===== config.mk =====
export PLATFORM = sky130hd
export DESIGN_NAME = lsu_mem_port_flat
export DESIGN_NICKNAME = d
export VERILOG_FILES = /design/src/rtl/lsu_mem_port_if.sv /design/src/rtl/lsu_mem_port.sv /design/src/flat_wrapper.sv
export SDC_FILE = /design/constraint.sdc
export NUM_CORES = 1
export LEC_CHECK = 0
export CORE_UTILIZATION = 39
export CTS_CLUSTER_DIAMETER = 60
export DETAILED_ROUTE_END_ITERATION = 10
export PLACE_DENSITY_LB_ADDON = 0.15
export SYNTH_ARGS = -nofsm -noshare
export SYNTH_HDL_FRONTEND = slang
export SYNTH_SLANG_ARGS = --single-unit

===== constraint.sdc =====
create_clock -name clk -period 1.76 [get_ports clk]
set_input_delay 0.352 -clock clk [delete_from_list [all_inputs] [get_ports clk]]
set_output_delay 0.352 -clock clk [all_outputs]
set_load 0.01 [all_outputs]

===== src/rtl/lsu_mem_port_if.sv =====
// ============================================================================
// Module   : lsu_mem_port_if
// Brief    : Core-side request/response and memory-bus signal bundle for the LSU.
// Revision : 1.0
// ============================================================================
`default_nettype none

interface lsu_mem_port_if #(
    parameter int XLEN = 32
);
    logic            req_valid;
    logic            req_ready;
    logic            req_we;
    logic [2:0]      req_funct3;
    logic [XLEN-1:0] req_addr;
    logic [XLEN-1:0] req_wdata;

    logic            mem_valid;
    logic            mem_ready;
    logic [XLEN-1:0] mem_addr;
    logic            mem_we;
    logic [3:0]      mem_wstrb;
    logic [XLEN-1:0] mem_wdata;
    logic            mem_rvalid;
    logic [XLEN-1:0] mem_rdata;

    logic            rsp_valid;
    logic [XLEN-1:0] rsp_rdata;
    logic            rsp_err;

    modport slave (
        input  req_valid, req_we, req_funct3, req_addr, req_wdata,
        input  mem_ready, mem_rvalid, mem_rdata,
        output req_ready,
        output mem_valid, mem_addr, mem_we, mem_wstrb, mem_wdata,
        output rsp_valid, rsp_rdata, rsp_err
    );

    modport master (
        output req_valid, req_we, req_funct3, req_addr, req_wdata,
        output mem_ready, mem_rvalid, mem_rdata,
        input  req_ready,
        input  mem_valid, mem_addr, mem_we, mem_wstrb, mem_wdata,
        input  rsp_valid, rsp_rdata, rsp_err
    );
endinterface

`default_nettype wire


===== src/rtl/lsu_mem_port.sv =====
// ============================================================================
// Module   : lsu_mem_port
// Brief    : Load/store unit: lane steering, load extension, one request in flight.
// Revision : 1.0
// ============================================================================
`default_nettype none

module lsu_mem_port #(
    parameter int XLEN = 32
) (
    input  wire logic       clk,
    input  wire logic       reset,
    lsu_mem_port_if.slave   bus
);
    localparam logic [2:0] c_f3_b  = 3'b000;
    localparam logic [2:0] c_f3_h  = 3'b001;
    localparam logic [2:0] c_f3_w  = 3'b010;
    localparam logic [2:0] c_f3_bu = 3'b100;
    localparam logic [2:0] c_f3_hu = 3'b101;

    typedef enum logic [1:0] {
        S_IDLE = 2'd0,
        S_REQ  = 2'd1,
        S_WAIT = 2'd2,
        S_RESP = 2'd3
    } state_t;

    state_t          r_state;
    logic [2:0]      r_funct3;
    logic [1:0]      r_lane;

    logic            w_illegal;
    logic [3:0]      w_wstrb;
    logic [XLEN-1:0] w_wdata;
    logic [XLEN-1:0] w_shifted;
    logic [XLEN-1:0] w_ext;

    assign bus.req_ready = (r_state == S_IDLE);

    always_comb begin
        w_illegal = 1'b0;
        case (bus.req_funct3)
            c_f3_b, c_f3_bu: w_illegal = 1'b0;
            c_f3_h, c_f3_hu: w_illegal = bus.req_addr[0];
            c_f3_w:          w_illegal = |bus.req_addr[1:0];
            default:         w_illegal = 1'b1;
        endcase
        // Unsigned variants only exist for loads
        if (bus.req_we && (bus.req_funct3 == c_f3_bu || bus.req_funct3 == c_f3_hu)) begin
            w_illegal = 1'b1;
        end
    end

    always_comb begin
        w_wstrb = 4'b0000;
        w_wdata = '0;
        if (bus.req_we) begin
            case (bus.req_funct3[1:0])
                2'b00: begin
                    w_wstrb = 4'b0001 << bus.req_addr[1:0];
                    w_wdata = {4{bus.req_wdata[7:0]}};
                end
                2'b01: begin
                    w_wstrb = 4'b0011 << {bus.req_addr[1], 1'b0};
                    w_wdata = {2{bus.req_wdata[15:0]}};
                end
                default: begin
                    w_wstrb = 4'b1111;
                    w_wdata = bus.req_wdata;
                end
            endcase
        end
    end

    // Bring the addressed lane down to bit 0 before extending
    assign w_shifted = bus.mem_rdata >> {r_lane, 3'b000};

    always_comb begin
        w_ext = w_shifted;
        case (r_funct3)
            c_f3_b:  w_ext = {{(XLEN-8){w_shifted[7]}}, w_shifted[7:0]};
            c_f3_bu: w_ext = {{(XLEN-8){1'b0}}, w_shifted[7:0]};
            c_f3_h:  w_ext = {{(XLEN-16){w_shifted[15]}}, w_shifted[15:0]};
            c_f3_hu: w_ext = {{(XLEN-16){1'b0}}, w_shifted[15:0]};
            default: w_ext = w_shifted;
        endcase
    end

    always_ff @(posedge clk) begin
        if (reset) begin
            r_state       <= S_IDLE;
            r_funct3      <= 3'b000;
            r_lane        <= 2'b00;
            bus.mem_valid <= 1'b0;
            bus.mem_we    <= 1'b0;
            bus.mem_wstrb <= 4'b0000;
            bus.mem_addr  <= '0;
            bus.mem_wdata <= '0;
            bus.rsp_valid <= 1'b0;
            bus.rsp_rdata <= '0;
            bus.rsp_err   <= 1'b0;
        end else begin
            bus.rsp_valid <= 1'b0;
            case (r_state)
                S_IDLE: begin
                    if (bus.req_valid) begin
                        r_funct3 <= bus.req_funct3;
                        r_lane   <= bus.req_addr[1:0];
                        if (w_illegal) begin
                            r_state       <= S_RESP;
                            bus.rsp_valid <= 1'b1;
                            bus.rsp_err   <= 1'b1;
                            bus.rsp_rdata <= '0;
                        end else begin
                            r_state       <= S_REQ;
                            bus.mem_valid <= 1'b1;
                            bus.mem_addr  <= {bus.req_addr[XLEN-1:2], 2'b00};
                            bus.mem_we    <= bus.req_we;
                            bus.mem_wstrb <= w_wstrb;
                            bus.mem_wdata <= w_wdata;
                        end
                    end
                end
                S_REQ: begin
                    if (bus.mem_ready) begin
                        bus.mem_valid <= 1'b0;
                        if (bus.mem_we) begin
                            r_state       <= S_RESP;
                            bus.rsp_valid <= 1'b1;
                            bus.rsp_err   <= 1'b0;
                            bus.rsp_rdata <= '0;
                        end else begin
                            r_state <= S_WAIT;
                        end
                    end
                end
                S_WAIT: begin
                    if (bus.mem_rvalid) begin
                        r_state       <= S_RESP;
                        bus.rsp_valid <= 1'b1;
                        bus.rsp_err   <= 1'b0;
                        bus.rsp_rdata <= w_ext;
                    end
                end
                S_RESP: begin
                    r_state <= S_IDLE;
                end
            endcase
        end
    end
endmodule

`default_nettype wire


===== src/flat_wrapper.sv =====
// flat-port wrapper written by rule: the top's interface ports become plain ports
module lsu_mem_port_flat 
#(
    parameter int XLEN = 32
)
  (clk, reset, bus_req_valid, bus_req_we, bus_req_funct3, bus_req_addr, bus_req_wdata, bus_mem_ready, bus_mem_rvalid, bus_mem_rdata, bus_req_ready, bus_mem_valid, bus_mem_addr, bus_mem_we, bus_mem_wstrb, bus_mem_wdata, bus_rsp_valid, bus_rsp_rdata, bus_rsp_err);
  lsu_mem_port_if #(.XLEN(XLEN)) bus_i ();
  input  wire logic clk;
  input  wire logic reset;
  input wire logic [$bits(bus_i.req_valid)-1:0] bus_req_valid;
  input wire logic [$bits(bus_i.req_we)-1:0] bus_req_we;
  input wire logic [$bits(bus_i.req_funct3)-1:0] bus_req_funct3;
  input wire logic [$bits(bus_i.req_addr)-1:0] bus_req_addr;
  input wire logic [$bits(bus_i.req_wdata)-1:0] bus_req_wdata;
  input wire logic [$bits(bus_i.mem_ready)-1:0] bus_mem_ready;
  input wire logic [$bits(bus_i.mem_rvalid)-1:0] bus_mem_rvalid;
  input wire logic [$bits(bus_i.mem_rdata)-1:0] bus_mem_rdata;
  output wire logic [$bits(bus_i.req_ready)-1:0] bus_req_ready;
  output wire logic [$bits(bus_i.mem_valid)-1:0] bus_mem_valid;
  output wire logic [$bits(bus_i.mem_addr)-1:0] bus_mem_addr;
  output wire logic [$bits(bus_i.mem_we)-1:0] bus_mem_we;
  output wire logic [$bits(bus_i.mem_wstrb)-1:0] bus_mem_wstrb;
  output wire logic [$bits(bus_i.mem_wdata)-1:0] bus_mem_wdata;
  output wire logic [$bits(bus_i.rsp_valid)-1:0] bus_rsp_valid;
  output wire logic [$bits(bus_i.rsp_rdata)-1:0] bus_rsp_rdata;
  output wire logic [$bits(bus_i.rsp_err)-1:0] bus_rsp_err;
  assign bus_i.req_valid = bus_req_valid;
  assign bus_i.req_we = bus_req_we;
  assign bus_i.req_funct3 = bus_req_funct3;
  assign bus_i.req_addr = bus_req_addr;
  assign bus_i.req_wdata = bus_req_wdata;
  assign bus_i.mem_ready = bus_mem_ready;
  assign bus_i.mem_rvalid = bus_mem_rvalid;
  assign bus_i.mem_rdata = bus_mem_rdata;
  assign bus_req_ready = bus_i.req_ready;
  assign bus_mem_valid = bus_i.mem_valid;
  assign bus_mem_addr = bus_i.mem_addr;
  assign bus_mem_we = bus_i.mem_we;
  assign bus_mem_wstrb = bus_i.mem_wstrb;
  assign bus_mem_wdata = bus_i.mem_wdata;
  assign bus_rsp_valid = bus_i.rsp_valid;
  assign bus_rsp_rdata = bus_i.rsp_rdata;
  assign bus_rsp_err = bus_i.rsp_err;
  lsu_mem_port #(.XLEN(XLEN)) u_core (.clk(clk), .reset(reset), .bus(bus_i));
endmodule

==> metrics, run 1 <==
cts bufs inserted=9; Clock Tree Root=clkbuf_16; Initial DRC Count=about 330; Yosys cell types=46; violated checks=negative setup slack; cells after synthesis=527; hold slack=roughly 440 ps; Placeable Area=12210 um2; Worst-Skew Late Latency=340 ps; HP Class=input pin to flop; Comb pwr share=0.433; Seq/Total Area, Yosys=0.4406; pwr dens=1011 nW/um2; Hold Violations, Final=0; critical-path cell list=dlygate4sd2_1 -> or4_4 -> a21oi_4 -> nor4_4 -> buf_4 -> a32o_1; Final Max Slew Viols=0; ratio of cells with drive above 1 in the final layout=0.1869; sw frac=0.3279; 1st-pass router iterations=4; WP data required=1990 ps; Tcrit/Tclk final=1.002; Setup WS post-layout=-3.223 ps; clock power share=0.222; Starting Density=0.4055; worst slew pin tran=585.3 ps; GRT overflow=0; Worst Setup Path Type=input pin to flop; sw power=approximately 2.8 mW; Yosys top cell area share=0.4406; pin count of the biggest net entering global routing=54; Ports=210; Max Freq=567.1 MHz; synthesized flop and latch total=109; max-cap violation count=0; final core occ=0.6867; CTS sink cnt=109; final net count=~900; sequential fraction of design power=0.345; Critical Path Fanout Max=5; global placement routability congestion=approximately 0.96; Worst-path clk slew=~70 ps; CTS H-tree lvls=3; DIE HEIGHT=between 100 and 150 um; Int Power=roughly 5.7 mW; Max stage delay on crit path=580 ps; fin crit period=1763 ps; routed wire length=16240 um; relative slew slack=0.6098; pre-CTS setup slack=-859.4 ps; crit start category=input pin; vias per cell=5.268; post-DR wirelength/cell=approximately 17 um; Slowest-stage cell, CP=or4_4; fin area=8386 um2; DIE WIDTH=around 110 um; P_leak=3.102 nW; vias in the first global route=4885; routed via count=5063; synthesized area=4952 um2; antenna-violating nets left=0; DIE AREA=~13000 um2; Peak VDD IR=~0.56 mV; EDFF count, synth=0; prevailing post-synth register cell=dfxtp_1; cell taking the most area after synthesis=dfxtp_1; placed inst area=7609 um2; drt drc=0; IO buf count=about 210; status=complete, but fails checks; Max clock buf depth=2; RSZ-0062 raised after global routing=true; Crit. End Element=flop; Async S/R FF share, synth=0; clock skew=7.636 ps; placed insts=924; synth top area cells=dfxtp_1 (44%), mux2i_1 (8.7%), nand2_1 (8.1%); Area Growth Syn to Fin=69.33%; site row count=40; Mean Syn Cell Area=9.397 um2; first-pass GRT wire length=24500 um; crit path DAT=2000 ps; Setup Viol. Count Final=1; hpwl dp=11110 um; Layout Cells excl Fill=961; Synth Warn #=0; initial antenna violation count=0; Global Route Usage Sum=0.2364; CTS tree=yes
[worst max-delay path, delay by kind of cell]
kind / cells / cell delay, ps
simple gates: 2 / 670
buf+inv: 2 / 450
compound gates: 2 / 510
[worst paths after layout]
check / endpoint / depth (start not counted) / startpoint / slack [ps]
worst max-delay path: u_core.bus.rsp_rdata[28]$_SDFFE_PP0P_ / 6 / bus_req_addr[1] / -3
worst max register to register: u_core.bus.rsp_rdata[4]$_SDFFE_PP0P_ / 7 / u_core.r_state[0]$_SDFFE_PP0P_ / -3
worst min register to register: u_core.bus.mem_addr[3]$_SDFFE_PP0P_ / 2 / u_core.bus.mem_addr[3]$_SDFFE_PP0P_ / 450
worst min-delay path: u_core.bus.mem_we$_SDFFE_PP0P_ / 4 / bus_req_we / 440
[timing repair]
action,CTS,global route
hold buffers,0,0
gates cloned,2,6
pin swaps,4,15
setup endpoints to repair,104,102
resized for setup,29,33
buffers inserted,7,5
[placed cells by master (no fill, tap or decap), drive strengths merged, types with 2 or more instances in the layout]
| master | n |
|---|---|
| o2bb2ai | 20 |
| conb | 2 |
| a32o | 17 |
| or4 | 9 |
| o21ai | 29 |
| o31ai | 8 |
| clkdlybuf4s50 | 199 |
| mux2i | 43 |
| buf | 81 |
| clkinv | 4 |
| a22o | 24 |
| inv | 7 |
| nand3b | 2 |
| mux4 | 8 |
| dlygate4sd2 | 5 |
| nand2 | 107 |
| a21oi | 53 |
| nor4 | 3 |
| a211oi | 3 |
| a2bb2oi | 8 |
| clkbuf | 14 |
| nor2b | 2 |
| nand2b | 3 |
| a31oi | 3 |
| ha | 4 |
| nor3 | 2 |
| nor2 | 6 |
| o221ai | 2 |
| dfxtp | 109 |
[per-layer routing]
metal,track usage,share of wire,up-vias
met5,0,0,-
met4,0.08745,0.014,0
met1,0.3133,0.45,2417
li1,-,-,2469
met3,0.04076,0.055,17
met2,0.3855,0.48,160
[metrics by stage]
stage                     total power [mW]  TNS [ps]
final                                8.479    -3.223
after global routing                 8.923    -522.8
after CTS                            8.026         0
after detailed placement             5.890    -55520
after global placement               5.830    -53760
after floorplan                      4.465    -670.3
[power groups by stage]
stage	registers, mW	logic (mW)	clock network, mW
4_1_cts	2.91	3.19	1.93
6_report	2.92	3.67	1.88
3_5_place_dp	2.95	2.94	0
5_1_grt	2.96	3.93	2.04
3_3_place_gp	2.94	2.89	0
2_1_floorplan	3.03	1.44	0
[cells in the mapped netlist (11+ instances only)]
| library cell | instances |
|---|---|
| a22o_1 | 24 |
| mux2i_1 | 43 |
| a21oi_1 | 51 |
| clkbuf_1 | 23 |
| a32o_1 | 17 |
| buf_2 | 11 |
| nand2_1 | 107 |
| dfxtp_1 | 109 |
| o2bb2ai_1 | 20 |
| o21ai_0 | 27 |
[kinds of logic after synthesis]
logic type      after synthesis  share of synthesized area
compound gates              174                     0.2521
fa+ha+maj                     4                    0.01011
buf+inv                      51                    0.04901
flops                       109                     0.4406
mux                          51                     0.1233
other cells                   1                  0.0007572
simple gates                137                     0.1241
[state kept, by name, indices dropped and copies added, names as in the netlist]
| register | count |
|---|---|
| u_core.bus.mem_wdata | 32 |
| u_core.bus.rsp_rdata | 32 |
| u_core.bus.mem_addr | 30 |
| u_core.bus.mem_wstrb | 4 |
| u_core.r_funct3 | 3 |
| u_core.r_lane | 2 |
| u_core.r_state | 2 |
| u_core.bus.mem_valid | 1 |
| u_core.bus.mem_we | 1 |
| u_core.bus.rsp_err | 1 |
| u_core.bus.rsp_valid | 1 |
[cell type report]
cell class / count / area, um2
diodes: 1 / 2.502
clock buffers: 10 / 239.0
clock inverters: 6 / 36.28
fillers: 993 / 3826
inverters: 6 / 25.02
multi-input cells: 369 / 2708
flip-flops and latches: 109 / 2190
well taps: 168 / 210.2
repair buffers: 292 / 2975
Power figures use the tool's default switching activity.
==> run 2: changes to the inputs <==
Settings changed: CORE_MARGIN set to 4.
==> run 2 against run 1 <==
  * The flow still finishes with violations (negative setup slack)
  * Design area increased by 2.3%
  * Clock skew decreased by 3.9 ps
  * Final cell count increased by 1.8%
  * Via count increased by 1.7%
  * Combinational power increased by 7.6%
  * Critical path type is now flop to flop
  * Largest cell class unchanged
==> metrics, run 2 (same netlist as run 1, synthesis figures left out) <==
grt peak-use layer=met2 (unchanged); first-pass GRT wire length=26970 um (was 24500 um); Initial DRC Count=291 (was 332); most frequent cells in the layout=clkdlybuf4s50_1 (198), dfxtp_1 (107), nand2_1 (106) (was clkdlybuf4s50_1 (199), dfxtp_1 (107), nand2_1 (106)); Max stage delay on crit path=380 ps (was 580 ps); clock skew=3.706 ps (was 7.636 ps); initial antenna violation count=1 (was 0); Worst Setup Path Type=flop to flop (was input pin to flop); placed insts=931 (was 924); RSZ-0062 raised after global routing=true (unchanged); violated checks=negative setup slack (unchanged); Placeable Area=12210 um2 (unchanged); routed wire length=17470 um (was 16240 um); cell depth of the worst setup path=9 (was 6); antenna-violating nets left=0 (unchanged); CTS sink cnt=109 (unchanged); most frequent CP cell=buf_6; Area Growth Syn to Fin=73.29% (was 69.33%); post-DR wirelength/cell=17.87 um (was 16.89 um); CTS tree=yes (unchanged); pwr dens=1021 nW/um2 (was 1011 nW/um2); Min-Delay Path Depth=4 (unchanged); critical-path cell list=buf_6 -> ha_4 -> inv_4 -> o221ai_4 -> buf_6 -> nor4_4 -> buf_4 -> clkbuf_16 -> a32o_1 (was dlygate4sd2_1 -> or4_4 -> a21oi_4 -> nor4_4 -> buf_4 -> a32o_1); Crit path max-delay family=buffers and inverters (was simple AND/OR/NAND/NOR gates); Tcrit/Tclk final=1.013 (was 1.002); Worst-Skew Late Latency=340 ps (about the same); WP data required=2000 ps (was 1990 ps); Peak VDD IR=0.6973 mV (was 0.5568 mV); largest registers=u_core.bus.mem_wdata (32), u_core.bus.rsp_rdata (32), u_core.bus.mem_addr (30) (unchanged); IO buf count=207 (unchanged); worst slew pin tran=605.5 ps (was 585.3 ps); drt drc=0 (unchanged); Crit. End Element=flop (unchanged); most common cell after layout, fill and taps aside=clkdlybuf4s50_1 (unchanged); CTS H-tree lvls=3 (unchanged); ratio of cells with drive above 1 in the final layout=0.2126 (was 0.1869); fin crit period=1783 ps (was 1763 ps); P_leak=3.215 nW (was 3.102 nW); crit start category=flop (was input pin); crit path DAT=2030 ps (was 2000 ps); final core occ=0.7028 (was 0.6867); Clock Tree Root=clkbuf_16 (unchanged); Fin Setup TNS=-143.9 ps (was -3.223 ps); CTS Hold Bufs=0 (unchanged); Crit Reg-Reg Endpoint=u_core.bus.rsp_rdata[16]$_SDFFE_PP0P_ (was u_core.bus.rsp_rdata[4]$_SDFFE_PP0P_); r2r setup slk=-20 ps (was -3 ps); met2 Track Usage GR=0.3727 (was 0.3855); Max Freq=560.9 MHz (was 567.1 MHz); Ports=210 (unchanged); 1st-pass router iterations=4 (unchanged); GRT overflow=0 (unchanged); Hold Violations, Final=0 (unchanged); Worst-path clk slew=70 ps (about the same); reg2reg start=u_core.r_state[1]$_SDFFE_PP0P_ (was u_core.r_state[0]$_SDFFE_PP0P_); cts bufs inserted=9 (unchanged); Global Route Usage Sum=0.2279 (was 0.2364); status=complete, but fails checks (unchanged); Final Max Slew Viols=0 (unchanged); hpwl dp=11970 um (was 11110 um); M1 GR Usage=0.2944 (was 0.3133); hold slack=411.8 ps (was 441.8 ps); final net count=913 (was 896); global placement routability congestion=0.9368 (was 0.9590); Hold Crit Start=bus_req_funct3[2] (was bus_req_we); Max clock buf depth=2 (unchanged); max-cap violation count=0 (unchanged); pin count of the biggest net entering global routing=54 (unchanged); Setup Viol. Count Final=12 (was 1); relative slew slack=0.5964 (was 0.6098); total power=8.760 mW (was 8.479 mW); Setup WS post-layout=-22.88 ps (was -3.223 ps); CP bufs+invs=5 (was 2); Slowest-stage cell, CP=dfxtp_4 (was or4_4); DIE WIDTH=120.7 um (was 114.7 um); routed via count=5151 (was 5063); pre-CTS setup slack=-839.8 ps (was -859.4 ps); DIE AREA=14560 um2 (was 13150 um2); Layout Cells excl Fill=978 (was 961); DIE HEIGHT=120.7 um (was 114.7 um); HP Class=input pin to flop (unchanged); vias in the first global route=5260 (was 4885); met3 Use GR=0.05379 (was 0.04076); Starting Density=0.4055 (unchanged); Reg2Reg Depth=9 (was 7); site row count=40 (unchanged); fin area=8582 um2 (was 8386 um2); Critical Path Fanout Max=6 (was 5); placed inst area=7649 um2 (was 7609 um2); vias per cell=5.267 (was 5.268); hold worst-path end=u_core.r_funct3[2]$_SDFFE_PP0P_ (was u_core.bus.mem_we$_SDFFE_PP0P_)
==> run 2: timing repair <==
action,CTS,global route
setup buffers,17,4
pin swaps,11,24
cloned,5,5
endpoints found under the setup margin,104,83
gates resized for setup,49,41
==> run 2: cell type report <==
cell class / instances / area [um2]
Multi-Input combinational cell: 369 / 2741
Clock buffer: 12 / 246.5
Inverter: 6 / 32.53
Fill cell: 969 / 3630
Timing Repair Buffer: 309 / 3136
Clock inverter: 4 / 23.77
Sequential cell: 109 / 2190
Tap cell: 168 / 210.2
Antenna cell: 1 / 2.502
==> run 2: worst max-delay path by stage <==
| stage | to | from | slack [ps] |
|---|---|---|---|
| detailed placement | u_core.bus.rsp_rdata[27]$_SDFFE_PP0P_ | bus_req_addr[0] | -840 |
| global route | u_core.bus.rsp_rdata[26]$_SDFFE_PP0P_ | u_core.r_state[1]$_SDFFE_PP0P_ | -90 |
| global placement | u_core.bus.rsp_rdata[23]$_SDFFE_PP0P_ | bus_req_addr[0] | -840 |
| CTS | u_core.bus.rsp_rdata[11]$_SDFFE_PP0P_ | u_core.r_state[0]$_SDFFE_PP0P_ | -7 |
| finish | u_core.bus.rsp_rdata[16]$_SDFFE_PP0P_ | u_core.r_state[1]$_SDFFE_PP0P_ | -20 |
| floorplan | u_core.bus.mem_wdata[0]$_SDFFE_PP0P_ | u_core.r_state[0]$_SDFFE_PP0P_ | -70 |
==> run 2: routing by layer <==
metal	vias up	routed length, um
met1	2411	7697
met2	209	8198
met5	-	0
met4	0	374
met3	29	1203
li1	2502	-
==> run 2: tightest hold or removal path: cells and delay by family <==
family                 cells  cell delay (ps)
AOI/OAI and AO/OA          1               50
buffers and inverters      2              260
and+or+nand+nor            1               50
==> run 2: power by group <==
group | leakage [nW] | switching (mW) | internal (mW) | total (mW)
combinational | 2.19 | 1.83 | 2.12 | 3.95
clock | 0.136 | 0.876 | 0.996 | 1.87
sequential | 0.884 | 0.192 | 2.75 | 2.94
total | 3.21 | 2.90 | 5.86 | 8.76
